File: config.mk
export PLATFORM = sky130hd
export DESIGN_NAME = mem_stage_lsu_flat
export DESIGN_NICKNAME = d
export VERILOG_FILES = /design/src/rtl/lsu_pkg.sv /design/src/rtl/mem_stage_lsu_if.sv /design/src/rtl/lsu_lane_align.sv /design/src/rtl/mem_stage_lsu.sv /design/src/flat_wrapper.sv
export SDC_FILE = /design/constraint.sdc
export NUM_CORES = 1
export LEC_CHECK = 0
export CORE_MARGIN = 10
export CORE_UTILIZATION = 45
export CTS_CLUSTER_DIAMETER = 60
export DETAILED_ROUTE_END_ITERATION = 10
export PLACE_DENSITY = 0.81
export RECOVER_POWER = 100
export SLEW_MARGIN = 40
export SYNTH_ARGS = -nofsm -noshare
export SYNTH_HDL_FRONTEND = slang
export SYNTH_SLANG_ARGS = --single-unit
File: constraint.sdc
create_clock -name CLK -period 11.17 [get_ports CLK]
set_input_delay 2.234 -clock CLK [delete_from_list [all_inputs] [get_ports CLK]]
set_output_delay 2.234 -clock CLK [all_outputs]
set_load 0.05 [all_outputs]
File: src/rtl/lsu_pkg.sv
// -----------------------------------------------------------------------------
// lsu_pkg
// Shared types and constants for the memory-stage load/store unit.
//   size_e   : access size after decoding Byte_Half_OpM
//   state_e  : LSU bus-access FSM states
//   LSU_LOAD_SRC : ResultSrcM encoding that marks a load
//   decode_size  : maps the 2-bit Byte_Half_OpM field to size_e
// -----------------------------------------------------------------------------
package lsu_pkg;

    typedef enum logic [1:0] {
        SZ_WORD = 2'b00,
        SZ_HALF = 2'b01,
        SZ_BYTE = 2'b10
    } size_e;

    typedef enum logic [1:0] {
        S_IDLE = 2'b00,
        S_REQ  = 2'b01,
        S_DONE = 2'b10
    } state_e;

    localparam logic [2:0] LSU_LOAD_SRC = 3'b001;

    // Encoding 2'b11 is not a distinct size; it behaves as a word access.
    function automatic size_e decode_size(input logic [1:0] i_op);
        size_e w_sz;
        case (i_op)
            2'b01:   w_sz = SZ_HALF;
            2'b10:   w_sz = SZ_BYTE;
            default: w_sz = SZ_WORD;
        endcase
        return w_sz;
    endfunction

endpackage

File: src/rtl/mem_stage_lsu_if.sv
// -----------------------------------------------------------------------------
// mem_stage_lsu_if
// Data-bus request/acknowledge interface between the LSU and data memory.
//   dbus_req   : request, held high for the whole access
//   dbus_we    : 1 = write
//   dbus_addr  : word-aligned byte address
//   dbus_be    : byte enables
//   dbus_wdata : lane-replicated write data
//   dbus_ack   : single-cycle completion pulse from memory
//   dbus_rdata : read word, valid together with dbus_ack
// Modports: master (LSU side), slave (memory side).
// -----------------------------------------------------------------------------
interface mem_stage_lsu_if;
    logic        dbus_req;
    logic        dbus_we;
    logic [31:0] dbus_addr;
    logic [3:0]  dbus_be;
    logic [31:0] dbus_wdata;
    logic        dbus_ack;
    logic [31:0] dbus_rdata;

    modport master (
        output dbus_req, dbus_we, dbus_addr, dbus_be, dbus_wdata,
        input  dbus_ack, dbus_rdata
    );

    modport slave (
        input  dbus_req, dbus_we, dbus_addr, dbus_be, dbus_wdata,
        output dbus_ack, dbus_rdata
    );
endinterface

File: src/rtl/lsu_lane_align.sv
// -----------------------------------------------------------------------------
// lsu_lane_align
// Combinational byte-lane steering for a 32-bit little-endian data bus.
// Inputs:
//   i_size       : access size
//   i_addr       : byte offset within the word (addr[1:0])
//   i_sign       : 1 = sign-extend loaded byte/half, 0 = zero-extend
//   i_store_data : store data, byte/half in the low bits
//   i_read_word  : word returned by memory
// Outputs:
//   o_be         : store byte enables for the addressed lanes
//   o_wdata      : store data replicated across all lanes
//   o_load_data  : addressed lane extracted from i_read_word and extended
// -----------------------------------------------------------------------------
module lsu_lane_align
    import lsu_pkg::*;
(
    input  size_e       i_size,
    input  logic [1:0]  i_addr,
    input  logic        i_sign,
    input  logic [31:0] i_store_data,
    input  logic [31:0] i_read_word,
    output logic [3:0]  o_be,
    output logic [31:0] o_wdata,
    output logic [31:0] o_load_data
);

    function automatic logic [31:0] ext_byte(input logic [7:0] i_b, input logic i_s);
        logic signed [7:0] w_sb;
        w_sb = signed'(i_b);
        return i_s ? 32'(w_sb) : {24'b0, i_b};
    endfunction

    function automatic logic [31:0] ext_half(input logic [15:0] i_h, input logic i_s);
        logic signed [15:0] w_sh;
        w_sh = signed'(i_h);
        return i_s ? 32'(w_sh) : {16'b0, i_h};
    endfunction

    logic [7:0]  w_rd_byte;
    logic [15:0] w_rd_half;

    assign w_rd_byte = i_read_word[{i_addr, 3'b000} +: 8];
    // Half accesses select the lane by addr[1] only; addr[0] never shifts the lane.
    assign w_rd_half = i_addr[1] ? i_read_word[31:16] : i_read_word[15:0];

    always_comb begin
        o_be        = 4'b1111;
        o_wdata     = i_store_data;
        o_load_data = i_read_word;
        case (i_size)
            SZ_BYTE: begin
                o_be        = 4'b0001 << i_addr;
                o_wdata     = {4{i_store_data[7:0]}};
                o_load_data = ext_byte(w_rd_byte, i_sign);
            end
            SZ_HALF: begin
                o_be        = i_addr[1] ? 4'b1100 : 4'b0011;
                o_wdata     = {2{i_store_data[15:0]}};
                o_load_data = ext_half(w_rd_half, i_sign);
            end
            default: begin
                o_be        = 4'b1111;
                o_wdata     = i_store_data;
                o_load_data = i_read_word;
            end
        endcase
    end

endmodule

File: src/rtl/mem_stage_lsu.sv
// -----------------------------------------------------------------------------
// mem_stage_lsu
// Memory-stage load/store unit. Takes the E2M register outputs, performs one
// data-bus access per load/store, stalls the pipeline until the access ends
// and presents formatted load data towards M2W.
//
// Parameters:
//   ACK_TIMEOUT : max REQ cycles without dbus_ack before the access aborts (>=1)
//   LOAD_SRC    : ResultSrcM value that marks a load
// Optional build macro:
//   LSU_MISALIGN_TRAP_EN : misaligned half/word accesses skip the bus and
//                          pulse MisalignM instead; undefined = MisalignM tied 0
//                          and misaligned low address bits are ignored.
// Ports:
//   CLK, RST        : clock (rising edge), asynchronous active-high reset
//   MemWriteM       : store request
//   ResultSrcM      : result select, == LOAD_SRC marks a load
//   signM           : 1 = sign-extend load, 0 = zero-extend
//   Byte_Half_OpM   : 00 word, 01 half, 10 byte, 11 word
//   ALUResultM      : byte address
//   WriteDataM      : store data
//   dbus            : data bus, master side
//   ReadDataM       : formatted load data (registered)
//   StallM          : holds PC/F2D/D2E/E2M, bubbles M2W
//   BusErrM         : one-cycle pulse after an ack timeout
//   MisalignM       : one-cycle pulse after a trapped misaligned access
// -----------------------------------------------------------------------------
module mem_stage_lsu
    import lsu_pkg::*;
#(
    parameter int         ACK_TIMEOUT = 255,
    parameter logic [2:0] LOAD_SRC    = LSU_LOAD_SRC
)(
    input  logic                  CLK,
    input  logic                  RST,
    input  logic                  MemWriteM,
    input  logic [2:0]            ResultSrcM,
    input  logic                  signM,
    input  logic [1:0]            Byte_Half_OpM,
    input  logic [31:0]           ALUResultM,
    input  logic [31:0]           WriteDataM,
    mem_stage_lsu_if.master       dbus,
    output logic [31:0]           ReadDataM,
    output logic                  StallM,
    output logic                  BusErrM,
    output logic                  MisalignM
);

    localparam int                CNT_W   = $clog2(ACK_TIMEOUT + 1);
    localparam logic [CNT_W-1:0]  CNT_LIM = CNT_W'(ACK_TIMEOUT - 1);

    state_e           r_state;
    logic             r_req;
    logic             r_we;
    logic [31:0]      r_addr;
    logic [3:0]       r_be;
    logic [31:0]      r_wdata;
    size_e            r_size;
    logic             r_sign;
    logic [CNT_W-1:0] r_cnt;
    logic [31:0]      r_rdata;
    logic             r_buserr;
    logic             r_mis;

    logic             w_access;
    logic             w_idle;
    size_e            w_size;
    logic             w_misalign;
    size_e            w_lane_size;
    logic [1:0]       w_lane_addr;
    logic             w_lane_sign;
    logic [3:0]       w_lane_be;
    logic [31:0]      w_lane_wdata;
    logic [31:0]      w_lane_load;
    logic [3:0]       w_be_req;

    assign w_access = MemWriteM | (ResultSrcM == LOAD_SRC);
    assign w_idle   = (r_state == S_IDLE);
    assign w_size   = decode_size(Byte_Half_OpM);

`ifdef LSU_MISALIGN_TRAP_EN
    assign w_misalign = ((w_size == SZ_HALF) && ALUResultM[0]) ||
                        ((w_size == SZ_WORD) && (ALUResultM[1:0] != 2'b00));
`else
    assign w_misalign = 1'b0;
`endif

    // One aligner serves both directions: in IDLE it formats the incoming
    // store from the live E2M inputs; in REQ it extracts the load lane using
    // the latched request so E2M changes cannot disturb the result.
    assign w_lane_size = w_idle ? w_size          : r_size;
    assign w_lane_addr = w_idle ? ALUResultM[1:0] : r_addr[1:0];
    assign w_lane_sign = w_idle ? signM           : r_sign;

    lsu_lane_align u_lane_align (
        .i_size       (w_lane_size),
        .i_addr       (w_lane_addr),
        .i_sign       (w_lane_sign),
        .i_store_data (WriteDataM),
        .i_read_word  (dbus.dbus_rdata),
        .o_be         (w_lane_be),
        .o_wdata      (w_lane_wdata),
        .o_load_data  (w_lane_load)
    );

    // Loads always fetch the full word; lane selection happens on return.
    assign w_be_req = MemWriteM ? w_lane_be : 4'b1111;

    always_ff @(posedge CLK or posedge RST) begin
        if (RST) begin
            r_state  <= S_IDLE;
            r_req    <= 1'b0;
            r_we     <= 1'b0;
            r_addr   <= 32'b0;
            r_be     <= 4'b0;
            r_wdata  <= 32'b0;
            r_size   <= SZ_WORD;
            r_sign   <= 1'b0;
            r_cnt    <= '0;
            r_rdata  <= 32'b0;
            r_buserr <= 1'b0;
            r_mis    <= 1'b0;
        end else begin
            r_buserr <= 1'b0;
            r_mis    <= 1'b0;
            case (r_state)
                S_IDLE: begin
                    if (w_access) begin
                        if (w_misalign) begin
                            r_state <= S_DONE;
                            r_mis   <= 1'b1;
                            r_rdata <= 32'b0;
                        end else begin
                            r_state <= S_REQ;
                            r_req   <= 1'b1;
                            r_we    <= MemWriteM;
                            r_addr  <= ALUResultM;
                            r_be    <= w_be_req;
                            r_wdata <= w_lane_wdata;
                            r_size  <= w_size;
                            r_sign  <= signM;
                            r_cnt   <= '0;
                        end
                    end
                end
                S_REQ: begin
                    // Ack is tested first so an ack coinciding with the
                    // timeout limit completes normally.
                    if (dbus.dbus_ack) begin
                        r_state <= S_DONE;
                        r_req   <= 1'b0;
                        r_rdata <= r_we ? 32'b0 : w_lane_load;
                    end else if (r_cnt == CNT_LIM) begin
                        r_state  <= S_DONE;
                        r_req    <= 1'b0;
                        r_rdata  <= 32'b0;
                        r_buserr <= 1'b1;
                    end else begin
                        r_cnt <= r_cnt + CNT_W'(1);
                    end
                end
                S_DONE: begin
                    // Always return to IDLE so the same E2M access, still
                    // present this cycle, is not issued twice.
                    r_state <= S_IDLE;
                end
                default: begin
                    r_state <= S_IDLE;
                    r_req   <= 1'b0;
                end
            endcase
        end
    end

    assign StallM = (w_idle && w_access) || (r_state == S_REQ);

    assign dbus.dbus_req   = r_req;
    assign dbus.dbus_we    = r_we;
    assign dbus.dbus_addr  = {r_addr[31:2], 2'b00};
    assign dbus.dbus_be    = r_be;
    assign dbus.dbus_wdata = r_wdata;

    assign ReadDataM = r_rdata;
    assign BusErrM   = r_buserr;
    assign MisalignM = r_mis;

endmodule

File: src/flat_wrapper.sv
// flat-port wrapper written by rule: the top's interface ports become plain ports
module mem_stage_lsu_flat import lsu_pkg::*;
#(
    parameter int         ACK_TIMEOUT = 255,
    parameter logic [2:0] LOAD_SRC    = LSU_LOAD_SRC
)
  (CLK, RST, MemWriteM, ResultSrcM, signM, Byte_Half_OpM, ALUResultM, WriteDataM, ReadDataM, StallM, BusErrM, MisalignM, dbus_dbus_req, dbus_dbus_we, dbus_dbus_addr, dbus_dbus_be, dbus_dbus_wdata, dbus_dbus_ack, dbus_dbus_rdata);
  mem_stage_lsu_if dbus_i ();
  input  logic CLK;
  input  logic RST;
  input  logic MemWriteM;
  input  logic [2:0] ResultSrcM;
  input  logic signM;
  input  logic [1:0] Byte_Half_OpM;
  input  logic [31:0] ALUResultM;
  input  logic [31:0] WriteDataM;
  output logic [31:0] ReadDataM;
  output logic StallM;
  output logic BusErrM;
  output logic MisalignM;
  output wire logic [$bits(dbus_i.dbus_req)-1:0] dbus_dbus_req;
  output wire logic [$bits(dbus_i.dbus_we)-1:0] dbus_dbus_we;
  output wire logic [$bits(dbus_i.dbus_addr)-1:0] dbus_dbus_addr;
  output wire logic [$bits(dbus_i.dbus_be)-1:0] dbus_dbus_be;
  output wire logic [$bits(dbus_i.dbus_wdata)-1:0] dbus_dbus_wdata;
  input wire logic [$bits(dbus_i.dbus_ack)-1:0] dbus_dbus_ack;
  input wire logic [$bits(dbus_i.dbus_rdata)-1:0] dbus_dbus_rdata;
  assign dbus_dbus_req = dbus_i.dbus_req;
  assign dbus_dbus_we = dbus_i.dbus_we;
  assign dbus_dbus_addr = dbus_i.dbus_addr;
  assign dbus_dbus_be = dbus_i.dbus_be;
  assign dbus_dbus_wdata = dbus_i.dbus_wdata;
  assign dbus_i.dbus_ack = dbus_dbus_ack;
  assign dbus_i.dbus_rdata = dbus_dbus_rdata;
  mem_stage_lsu #(.ACK_TIMEOUT(ACK_TIMEOUT), .LOAD_SRC(LOAD_SRC)) u_core (.CLK(CLK), .RST(RST), .MemWriteM(MemWriteM), .ResultSrcM(ResultSrcM), .signM(signM), .Byte_Half_OpM(Byte_Half_OpM), .ALUResultM(ALUResultM), .WriteDataM(WriteDataM), .dbus(dbus_i), .ReadDataM(ReadDataM), .StallM(StallM), .BusErrM(BusErrM), .MisalignM(MisalignM));
endmodule
==> summary.md <==
| Metric | Value |
|---|---|
| Status | `finished with violations` |
| Failing checks | `max-capacitance violations, max-slew violations` |
| Number of flops mapped to enable cells by yosys | `0` |
| Register area | `0.00290 sq mm` |
| Most frequent cells in the layout | `nand2_1 (175), dfrtp_1 (116), dlygate4sd3_1 (106), clkdlybuf4s50_1 (101), a221o_1 (31)` |
| Final Slew Violations | `314` |
| Synth top area cells | `dfrtp_1 (50%), nand2_1 (11%), a221o_1 (5.4%)` |
| Die outline height | `133 um` |
| Final net count | `876` |
| Final setup fails | `0` |
| Antenna Cells | `0` |
| Min Tclk post-route | `7.22 ns` |
| Clk sinks | `116` |
| DRC violations left | `0` |
| Post-Synthesis Cells | `609` |
| Fillers | `1007` |
| Dominant synthesized flop cell | `dfrtp_1` |
| Initial core utilization | `45.9%` |
| Critical Path RT | `10.76 ns` |
| Vias per inst | `5.60` |
| Hold WC Path Type | `reg -> reg` |
| Num ports | `211` |
| Synthesized area per cell | `9.46 sq um` |
| Top cell type's share of synthesized area | `50.4%` |
| PwrDens | `336 mW/mm^2` |
| DR pass1 iterations | `5` |
| Register bit count reported by yosys | `116` |
| Largest net degree at the start of global routing | `91` |
| Die X | `133 um` |
| Worst skew pair latency | `0.41 ns` |
| Synth warnings | `0` |
| Crit Path Category | `in -> async` |
| Seq/Total Area, Yosys | `50.4%` |
| FFs w/ async S/R, synth | `100%` |
| Tcrit/Tclk final | `64.6%` |
| Synthesized cell area | `0.00576 sq mm` |
| Post-cts sizing count | `0` |
| CP startpoint kind | `primary input` |
| Grt total ovfl | `0` |
| Clk_skew | `0.00838 ns` |
| Headroom to the max-slew limit | `-164%` |
| Slew @ Worst Pin | `3.96 ns` |
| Area Growth Syn to Fin | `43.2%` |
| RSZ-0062 raised after global routing | `no` |
| Vias | `5324` |
| CTS clk-pin slew, worst paths | `0.05 ns` |
| Setup Fix Bufs, Post-CTS | `0` |
| WL/cell | `19.3 um` |
| IO buf count | `207` |
| Final HPWL DP | `13.5 mm` |
| Final ANT Viol Nets | `0` |
| Layout cells sized above 1 | `5.52%` |
| H-tree Lvls | `4` |
| First-pass GRT wire length | `29.7 mm` |
| Std-Cell Core Area | `0.0126 sq mm` |
| Final Hold Fails | `0` |
| CP Capture Type | `asynchronous set/reset pin` |
| Hold-fix buffers, CTS | `0` |
| Max Clk Rate | `139 MHz` |
| Vias in the first global route | `5595` |
| Max-cap viol count | `5` |
| Area of the multi-input gates | `0.00242 sq mm` |
| Worst EP arrival | `6.81 ns` |
| Antenna violations before repair | `0` |
| Total power | `2.77 mW` |
| # rows | `41` |
| Most area-hungry cell type in the Yosys netlist | `dfrtp_1` |
| Die area | `0.0177 sq mm` |
| Synth cell types | `47` |
| Setup_tns | `0 ns` |
| WL final | `18.4 mm` |
| DR iter-0 viols | `477` |
| Placer Congestion | `0.862` |
| Worst IR Drop VDD | `145 uV` |
| Leak | `3.75 nW` |
| Clock Tree Buf Depth | `2` |
| CP max FO | `74` |
| Clk Tree Root Cell | `clkbuf_16` |
| Total CTS buffers | `17` |
| Most common cell after layout, fill and taps aside | `nand2_1` |
| All-Layer GR Usage | `20.5%` |
| TritonCTS clock tree | `built` |
[cell type report]
class                           instances  area share (%)
Multi-Input combinational cell        412            29.3
Clock inverter                         13            1.91
Clock buffer                           19            5.37
Inverter                                9           0.424
Tap cell                              172            2.61
Timing Repair Buffer                  210            25.2
Sequential cell                       116            35.2
[kinds of logic after synthesis]
kind of cell,after synthesis,synth area share (%)
simple gates,245,18.4
compound gates,153,21.2
flops,116,50.4
buf+inv,83,7.92
xor+xnor,6,0.912
fa+ha+maj,4,0.868
other cells,1,0.0651
mux,1,0.195
[worst max-delay path, cell delays in order]
cell	delay (ns)
dlygate4sd3_1	0.55
clkinvlp_2	1.08
clkbuf_1	2.86
[final timing paths]
| check | start | endpoint | slack (ns) | depth (start not counted) |
|---|---|---|---|---|
| setup / recovery | RST | u_core.dbus.dbus_wdata[26] | 3.95 | 3 |
| setup reg to reg | u_core.r_state[0] | u_core.r_size[0] | 6.72 | 4 |
| min in group asynchronous | RST | u_core.r_addr[21] | 2.77 | 2 |
| hold reg to reg | u_core.dbus.dbus_wdata[31] | u_core.dbus.dbus_wdata[31] | 0.47 | 2 |
| hold / removal | u_core.dbus.dbus_wdata[31] | u_core.dbus.dbus_wdata[31] | 0.47 | 2 |
| max in group CLK | ResultSrcM[0] | u_core.r_size[0] | 4.44 | 5 |
[state kept, by name (all words and copies together) (netlist names), 2 cells and up]
register and count:
u_core.ReadDataM 32, u_core.dbus.dbus_be 4, u_core.dbus.dbus_wdata 32, u_core.r_addr 32
u_core.r_cnt 8, u_core.r_size 2, u_core.r_state 2
[layer usage]
| layer | vias up | GRT usage (%) | part of all wire [%] |
|---|---|---|---|
| met3 | 29 | 8.05 | 10 |
| li1 | 2440 | - | - |
| met2 | 281 | 33.5 | 47 |
| met1 | 2574 | 24.8 | 41 |
| met5 | - | 0 | 0 |
| met4 | 0 | 5.62 | 1.7 |
[synthesized netlist by cell type, types with 4 or more instances]
library cell	count
ha_1	4
nand3_1	9
inv_1	9
buf_4	33
a22oi_1	8
nand2b_1	11
a32o_1	8
xnor2_1	6
o221ai_1	7
a211oi_1	5
dfrtp_1	116
a221o_1	31
o21ai_0	26
o31ai_1	16
a221oi_1	8
buf_2	5
a22o_1	14
nor2_1	17
buf_1	4
nand2_1	175
o21a_1	6
clkbuf_1	30
a21oi_1	6
a31oi_1	9
nor2b_1	17
[report_power, final]
part,switching (mW),internal (mW)
Combinational,1.05,0.469
Clock,0.193,0.355
Sequential,0.104,0.596
Total,1.35,1.42
[stage by stage]
step	instances	setup WS (ns)	area (sq um)	utilization [%]	hold WS, ns
6_report	951	3.95	8260	65.7	0.465
4_1_cts	951	4.54	8310	66.1	0.475
3_5_place_dp	919	4.58	7710	61.3	0.461
2_1_floorplan	611	5.30	5770	-	0.446
5_1_grt	951	2.88	8260	65.7	0.488
3_3_place_gp	919	4.63	7680	61.1	0.457
No activity file was read; power rests on OpenSTA's default activity.
